File: src/rtl/collision_rect_writer.sv
// collision_rect_writer: paints a clamped rectangle into the collision map RAM, one pixel per clock in raster order.
// Optional COLL_ERASE_PREV_EN: erase the previously painted rectangle (code 0) before painting each new one.
module collision_rect_writer #(
  parameter int H_RES  = 640,
  parameter int V_RES  = 480,
  parameter int ADDR_W = 19,
  parameter int CODE_W = 3
) (
  input  logic              vga_clk,
  input  logic              reset_n,
  input  logic              req,
  input  logic [9:0]        rect_left,
  input  logic [9:0]        rect_right,
  input  logic [9:0]        rect_top,
  input  logic [9:0]        rect_bottom,
  input  logic [CODE_W-1:0] rect_code,
  output logic              ack,
  output logic              busy,
  output logic              done,
  output logic              wr_en,
  output logic [ADDR_W-1:0] wr_addr,
  output logic [CODE_W-1:0] wr_data
);
`ifdef COLL_ERASE_PREV_EN
  typedef enum logic [1:0] {IDLE, FILL, DONE, ERASE} state_t;
`else
  typedef enum logic [1:0] {IDLE, FILL, DONE} state_t;
`endif
  localparam logic [9:0] X_MAX = 10'(H_RES - 1);
  localparam logic [9:0] Y_MAX = 10'(V_RES - 1);
  localparam logic [ADDR_W-1:0] STRIDE = ADDR_W'(H_RES);
  state_t state;
  logic [9:0] a_left, a_right, a_bottom, x, y, c_right, c_bottom, next_x;
  logic [ADDR_W-1:0] row_base, c_base, next_base;
  logic c_empty, wrap, last;
`ifdef COLL_ERASE_PREV_EN
  logic [9:0] n_left, n_right, n_top, n_bottom, p_left, p_right, p_top, p_bottom;
  logic [ADDR_W-1:0] n_base, p_base;
  logic [CODE_W-1:0] n_code;
  logic n_empty, p_valid;
`endif
  always_comb begin
    c_right   = rect_right > X_MAX ? X_MAX : rect_right;
    c_bottom  = rect_bottom > Y_MAX ? Y_MAX : rect_bottom;
    c_empty   = rect_left > c_right || rect_top > c_bottom;
    c_base    = ADDR_W'(rect_top) * STRIDE;
    wrap      = x == a_right;
    last      = wrap && y == a_bottom;
    next_x    = wrap ? a_left : x + 10'd1;
    next_base = wrap ? row_base + STRIDE : row_base;
  end
  assign ack = reset_n && req && state == IDLE;
  always_ff @(posedge vga_clk or negedge reset_n) begin
    if (!reset_n) begin
      state    <= IDLE;
      busy     <= 1'b0;
      done     <= 1'b0;
      wr_en    <= 1'b0;
      wr_addr  <= '0;
      wr_data  <= '0;
      a_left   <= '0;
      a_right  <= '0;
      a_bottom <= '0;
      x        <= '0;
      y        <= '0;
      row_base <= '0;
`ifdef COLL_ERASE_PREV_EN
      n_left   <= '0;
      n_right  <= '0;
      n_top    <= '0;
      n_bottom <= '0;
      n_base   <= '0;
      n_code   <= '0;
      n_empty  <= 1'b0;
      p_left   <= '0;
      p_right  <= '0;
      p_top    <= '0;
      p_bottom <= '0;
      p_base   <= '0;
      p_valid  <= 1'b0;
`endif
    end else begin
      case (state)
        IDLE: if (req) begin
          busy <= 1'b1;
`ifdef COLL_ERASE_PREV_EN
          n_left   <= rect_left;
          n_right  <= c_right;
          n_top    <= rect_top;
          n_bottom <= c_bottom;
          n_base   <= c_base;
          n_code   <= rect_code;
          n_empty  <= c_empty;
          if (p_valid) begin
            state    <= ERASE;
            a_left   <= p_left;
            a_right  <= p_right;
            a_bottom <= p_bottom;
            x        <= p_left;
            y        <= p_top;
            row_base <= p_base;
            wr_en    <= 1'b1;
            wr_addr  <= p_base + ADDR_W'(p_left);
            wr_data  <= '0;
          end else
`endif
          if (c_empty) begin
            state <= DONE;
            done  <= 1'b1;
          end else begin
            state    <= FILL;
            a_left   <= rect_left;
            a_right  <= c_right;
            a_bottom <= c_bottom;
            x        <= rect_left;
            y        <= rect_top;
            row_base <= c_base;
            wr_en    <= 1'b1;
            wr_addr  <= c_base + ADDR_W'(rect_left);
            wr_data  <= rect_code;
          end
        end
`ifdef COLL_ERASE_PREV_EN
        ERASE: if (!last) begin
          x        <= next_x;
          y        <= wrap ? y + 10'd1 : y;
          row_base <= next_base;
          wr_addr  <= next_base + ADDR_W'(next_x);
        end else if (n_empty) begin
          state <= DONE;
          wr_en <= 1'b0;
          done  <= 1'b1;
        end else begin
          state    <= FILL;
          a_left   <= n_left;
          a_right  <= n_right;
          a_bottom <= n_bottom;
          x        <= n_left;
          y        <= n_top;
          row_base <= n_base;
          wr_addr  <= n_base + ADDR_W'(n_left);
          wr_data  <= n_code;
        end
`endif
        FILL: if (!last) begin
          x        <= next_x;
          y        <= wrap ? y + 10'd1 : y;
          row_base <= next_base;
          wr_addr  <= next_base + ADDR_W'(next_x);
        end else begin
          state <= DONE;
          wr_en <= 1'b0;
          done  <= 1'b1;
        end
        DONE: begin
          state <= IDLE;
          busy  <= 1'b0;
          done  <= 1'b0;
`ifdef COLL_ERASE_PREV_EN
          p_left   <= n_left;
          p_right  <= n_right;
          p_top    <= n_top;
          p_bottom <= n_bottom;
          p_base   <= n_base;
          p_valid  <= !n_empty;
`endif
        end
        default: state <= IDLE;
      endcase
    end
  end
endmodule

File: config.mk
export PLATFORM = sky130hd
export DESIGN_NAME = collision_rect_writer
export DESIGN_NICKNAME = d
export VERILOG_FILES = /design/src/rtl/collision_rect_writer.sv
export SDC_FILE = /design/constraint.sdc
export NUM_CORES = 1
export LEC_CHECK = 0
export ABC_AREA = 1
export CORE_ASPECT_RATIO = 2
export CORE_MARGIN = 5
export CORE_UTILIZATION = 30
export DETAILED_ROUTE_END_ITERATION = 6
export PLACE_DENSITY = 0.5
export SLEW_MARGIN = 20
export SYNTH_ARGS = -nofsm -noshare
export SYNTH_HDL_FRONTEND = slang
export SYNTH_SLANG_ARGS = --single-unit
File: constraint.sdc
create_clock -name vga_clk -period 3.3 [get_ports vga_clk]
set_input_delay 0.66 -clock vga_clk [delete_from_list [all_inputs] [get_ports vga_clk]]
set_output_delay 0.66 -clock vga_clk [all_outputs]
set_load 0.05 [all_outputs]
**Word level (Yosys, flattened, before mapping)**

Index checks and enable logic that the tools add are counted.
W data, S select, Z words.

- Mux-type cells: 35
- $mul: 1
- $lt $le $gt $ge: 4
- Bitwise logic cells: 1
- Equal/unequal tests: 10
- Reduce and logical (&&, ||, !) cells: 15
- $add $sub $neg: 5

Operators with widths:

| cell | number |
|---|---|
| $mux W19 | 7 |
| $mux W10 | 10 |
| $pmux W19 S2 | 2 |
| $pmux W10 S2 | 2 |
| $add A19 B10 Y19 | 2 |
| $add A10 B1 Y10 const B | 2 |
| $eq A10 B10 Y1 | 2 |
| $gt A10 B10 Y1 | 2 |
| $add A19 B10 Y19 const B | 1 |
| $mul A10 B3 Y12 const B | 1 |
| $ne A2 B2 Y1 const B | 6 |
| $reduce_and A4 Y1 | 3 |
| $gt A10 B10 Y1 const B | 1 |
| $gt A10 B9 Y1 const B | 1 |
| $mux W1 | 7 |
| $mux W2 | 3 |
| $reduce_and A5 Y1 | 1 |
| $pmux W1 S2 | 2 |
| $pmux W2 S2 | 1 |
| $reduce_and A2 Y1 | 2 |
| $reduce_bool A2 Y1 | 2 |
| $logic_and A1 B1 Y1 | 3 |
| $pmux W1 S3 | 1 |
| $reduce_and A3 Y1 | 1 |
| other kinds (6) | 6 |

- Register bits: 96
- Input port bits: 46
- Word-level logic and storage cells: 83

**Depth between registers and ports, before layout**

- Depth in word-level cells: 7
- Gate-level depth with buffers: 23
- Depth with buffers taken out: 21

**Least setup slack after synthesis**

No wires, ideal clock.

- Path type: input -> register
- From: input port rect_right[8]
- To: register wr_addr[5]
- Setup slack: 552 ps
- Required time: 3234 ps
- Cell stages on the path: 15
- Setup time: 66 ps
- Arrival time: 2682 ps
- Buffers on the path: 2
- Cells stage by stage: inv_1 a21oi_1 nor2_1 ha_1 a21oi_1 o21ai_0 nand2_1 nand2_1 o21ai_1 nand3_1 nand2_2 buf_6 buf_6 o221ai_1 nand2_1

- Longest elaborated chain between the ends: 6

Ends and longest elaborated chain:

| item | line | text |
|---|---|---|
| start, declared | 13 | `input logic [9:0] rect_right,` |
| $gt A10 B10 Y1 | 43 | `c_right = rect_right > X_MAX ? X_MAX : rect_right;` |
| $mux W10 (*) | 43 |  |
| $gt A10 B10 Y1 (*) | 45 | `c_empty = rect_left > c_right \|\| rect_top > c_bottom;` |
| $logic_or A1 B1 Y1 (*) | 45 |  |
| $ne A2 B2 Y1 (no source line) (*) | - |  |
| $reduce_and A4 Y1 (no source line) (*) | - |  |
| end signal, assigned | 119 | `wr_addr <= c_base + ADDR_W'(rect_left);` |
| end signal, assigned | 149 | `wr_addr <= next_base + ADDR_W'(next_x);` |
| end, declared | 21 | `output logic [ADDR_W-1:0] wr_addr,` |

Every way passes the cells marked *; elsewhere a longest branch is shown, timed or not.
A chain may end at the register's enable or synchronous reset.

**Final worst setup path**

- From: register x[1]
- To: register wr_addr[13]

- Longest elaborated chain between the ends: 5

Ends and longest elaborated chain:

| item | line | text |
|---|---|---|
| start, declared | 33 | `logic [9:0] a_left, a_right, a_bottom, x, y, c_right, c_bottom, next_x;` |
| start signal, assigned | 115 | `x <= rect_left;` |
| start signal, assigned | 146 | `x <= next_x;` |
| $add A10 B1 Y10 / $eq A10 B10 Y1 (equally long branches) | 49, 47 |  |
| $mux W10 / $mux W19 (equally long branches) | 49, 50 |  |
| $add A19 B10 Y19 | 149 |  |
| $mux W19 | 145 | `FILL: if (!last) begin` |
| $pmux W19 S2 | 83 | `case (state)` |

Parallel ways exist; a longest one is shown, timed or not. The select of a mux whose other input is x is not followed.

==> impl_results.md <==
- Final hold vios: 0
- Number of global-route vias before repair: 6,521
- Antenna cells: 0
- Design area: 0.00837 mm^2
- Critical Path Fanout Max: 4
- IO buf count: 71
- Full die area: 0.0244 mm^2
- Commonest non-fill, non-tap cell in the layout: nand2_1
- Mapped Nets: 1,002
- Outcome: complete, no violations
- Post-Synth XOR/XNOR Area: 3.58%
- Worst-margin pin slew: 728 ps
- Hold Crit Class: in -> async
- Post-DRT Antenna Nets: 0
- Worst slew margin: 51.5%
- Post-Syn Area: 0.00636 mm^2
- Simple-Gate Fraction of Synth Area: 30.2%
- Pleak: 0.00428 uW
- Synth warn: 0
- Average size of a mapped cell: 7.00 um^2
- Worst skew pair latency: 370 ps
- Tmin final: 3040 ps
- Global placement routability congestion: 0.848
- DR pass1 iterations: 5
- Post-synthesis mux area share: 0%
- Largest family of logic cells by synthesized area: simple AND/OR/NAND/NOR gates
- Global-route wire length before repair: 32,400 um
- Pre-CTS WS: -254 ps
- Post-CTS Hold Buffers: 0
- Crit path top cell by count: a21oi_1
- WL final: 19,400 um
- Slack of the critical path: 260 ps
- Post-synthesis sequential area ratio: 34.2%
- Crit-path max cell delay: 410 ps
- Initial antenna violation count: 0
- CTS sink count: 87
- Complex-gate fraction of the synthesized area: 13.2%
- Synth Register Bits: 87
- Unrepaired setup endpoints after global routing: no
- # nets final: 1,156
- MaxCap Viol Count: 0
- Via density: 4.69
- Share of layout cells above drive strength 1: 14.1%
- Final HPWL DP: 15,400 um
- Iteration-0 DRC Markers: 219
- Total placed cells including tap cells: 1,321
- Crit-path cells: ha_1 > nand3_1 > nor2_1 > nand2_1 > nor3_1 > xor2_1 > o21ai_1 > ha_1 > a21oi_1 > inv_1 > a21oi_1 > nor2_1 > buf_4 > nand3b_1 > a21oi_1 > o21ai_0 > buf_4 > a21oi_1
- Non-Filler Instances: 1,337
- Worst Skew: 10.3 ps
- Die width: 113 um
- Root buffer cell: clkbuf_16
- Most frequent cells in the layout: 263 x nand2_1, 102 x inv_1, 98 x buf_4, 94 x nor2_1, 87 x dfrtp_1
- GRT overflow: 0
- Critical Path End Type: register
- CTS buffer count: 9
- Data required, critical path: 3550 ps
- Avg WL per Cell: 14.5 um
- Row count: 75
- Period utilisation layout: 92.1%
- Synth area leaders: dfrtp_1 34%, nand2_1 16%, ha_1 8.9%
- Final Max Slew Viols: 0
- Worst path slowest cell: dfrtp_1
- Final setup fails: 0
- Mapped Cells: 909
- Adder-cell area share of the yosys netlist: 9.48%
- Clk buf depth: 2
- Synthesis-to-layout area growth: 31.6%
- DRC: 0
- Arrival @ worst endpoint: 3290 ps
- Starting Density: 30.4%
- Post-synth top area cell: dfrtp_1
- Max Fclk: 329 MHz
- Worst setup SP type: register
- Dpl cell area: 0.00806 mm^2
- Overall Global Routing Usage: 16.8%
- Clock-pin slew on the worst setup and hold paths: 70 ps
- Type of the worst setup path: reg -> reg
- I/O pin count: 72
- Power, Total: 6430 uW
- Largest net degree at the start of global routing: 50
- Core area: 0.0209 mm^2
- Die height: 216 um
- Vias after detailed routing: 6,268
- Share of the synthesized area in the top cell type: 34.2%
- TritonCTS clock tree: yes
- IR drop worst, VDD: 0.269 mV
- Htree depth: 3
- Cell Pwr Density: 768 mW/mm^2
- Hold_ws: 352 ps
- Netlist cell types: 40
[kinds of logic after synthesis]
logic type / Yosys count
and+or+nand+nor: 456
AOI/OAI and AO/OA: 153
buffers and inverters: 139
DFF: 87
adders and majority gates: 47
xor gates and xnor gates: 26
other: 1
[state kept, by name (all words and copies together), names as in the netlist]
| signal | count |
|---|---|
| wr_addr | 17 |
| row_base | 12 |
| a_bottom | 10 |
| a_left | 10 |
| a_right | 10 |
| x | 10 |
| y | 10 |
| wr_data | 3 |
| state | 2 |
| busy | 1 |
| done | 1 |
| wr_en | 1 |
[critical path: cells and delay by family, from the launching register on]
kind | cells | cell delay (ps)
adders and majority gates | 2 | 540
and+or+nand+nor | 6 | 810
AOI/OAI and AO/OA | 6 | 620
DFF | 1 | 410
xor gates and xnor gates | 1 | 180
buffers and inverters | 3 | 360
[synth_stat cells]
cell,count
or2_1,1
o21ai_1,10
nor4_1,2
a21boi_0,1
o31ai_1,2
buf_4,5
nand3_2,1
o22ai_1,2
o21ai_0,72
clkbuf_1,16
fa_1,2
xnor2_1,6
o21bai_1,2
o221ai_1,6
buf_2,2
conb_1,1
a31oi_1,12
nand3_1,42
nor3b_1,1
nor3_1,9
dfrtp_1,87
inv_2,6
or2_2,10
nand3b_1,2
ha_1,45
a21oi_1,37
xor2_1,20
nor2_1,97
buf_1,1
nor2_2,4
nor2_4,2
nand2_1,263
a22oi_1,1
buf_6,6
nand2_2,5
o211ai_1,8
nand4_1,15
or2_0,1
inv_1,103
nand4_4,1
[power by group]
group / leakage [uW] / switching, uW / internal (uW)
Clock: 0.000147 / 484 / 592
Sequential: 0.000995 / 301 / 1480
Combinational: 0.00313 / 2160 / 1410
[per-stage QoR]
stage | setup TNS [ps] | utilization, %
after floorplan | 0 | -
after global placement | -11020 | 38.5
after detailed placement | -12520 | 38.5
after CTS | 0 | 39.9
after global routing | 0 | 40.0
final | 0 | 40.0
[repair_timing]
| item | 4_1_cts | 5_1_grt |
|---|---|---|
| resized for setup | 0 | 6 |
| setup endpoints to repair | 0 | 28 |
| setup buffers | 0 | 0 |
[final cells by class]
class,instances,area [um^2]
clock buffer,10,229
clock inverter,6,66.3
fill,2177,12600
inverter,109,409
multi-input combinational,683,3610
sequential,87,2180
tap,269,337
timing repair buffer,173,1540
[final timing paths]
check / start / end / slack (ps) / depth (start not counted)
worst max-delay path: x[1]$_DFFE_PN0P_ / wr_addr[13]$_DFFE_PN0P_ / 260 / 18
worst min-delay path: reset_n / wr_data[1]$_DFFE_PN0P_ / 350 / 2
worst max register to register: x[1]$_DFFE_PN0P_ / wr_addr[13]$_DFFE_PN0P_ / 260 / 18
worst min register to register: wr_addr[4]$_DFFE_PN0P_ / wr_addr[4]$_DFFE_PN0P_ / 480 / 2
max in group asynchronous: reset_n / wr_addr[18]$_DFFE_PN0P_ / 1820 / 3
min in group vga_clk: wr_addr[4]$_DFFE_PN0P_ / wr_addr[4]$_DFFE_PN0P_ / 480 / 2
[metal layers]
layer | part of all wire, % | GRT usage, %
met5 | 0 | 0
met4 | 2.8 | 6.46
met2 | 55 | 31.4
met1 | 39 | 18.4
met3 | 2.8 | 2.80
Power figures use the tool's default switching activity.
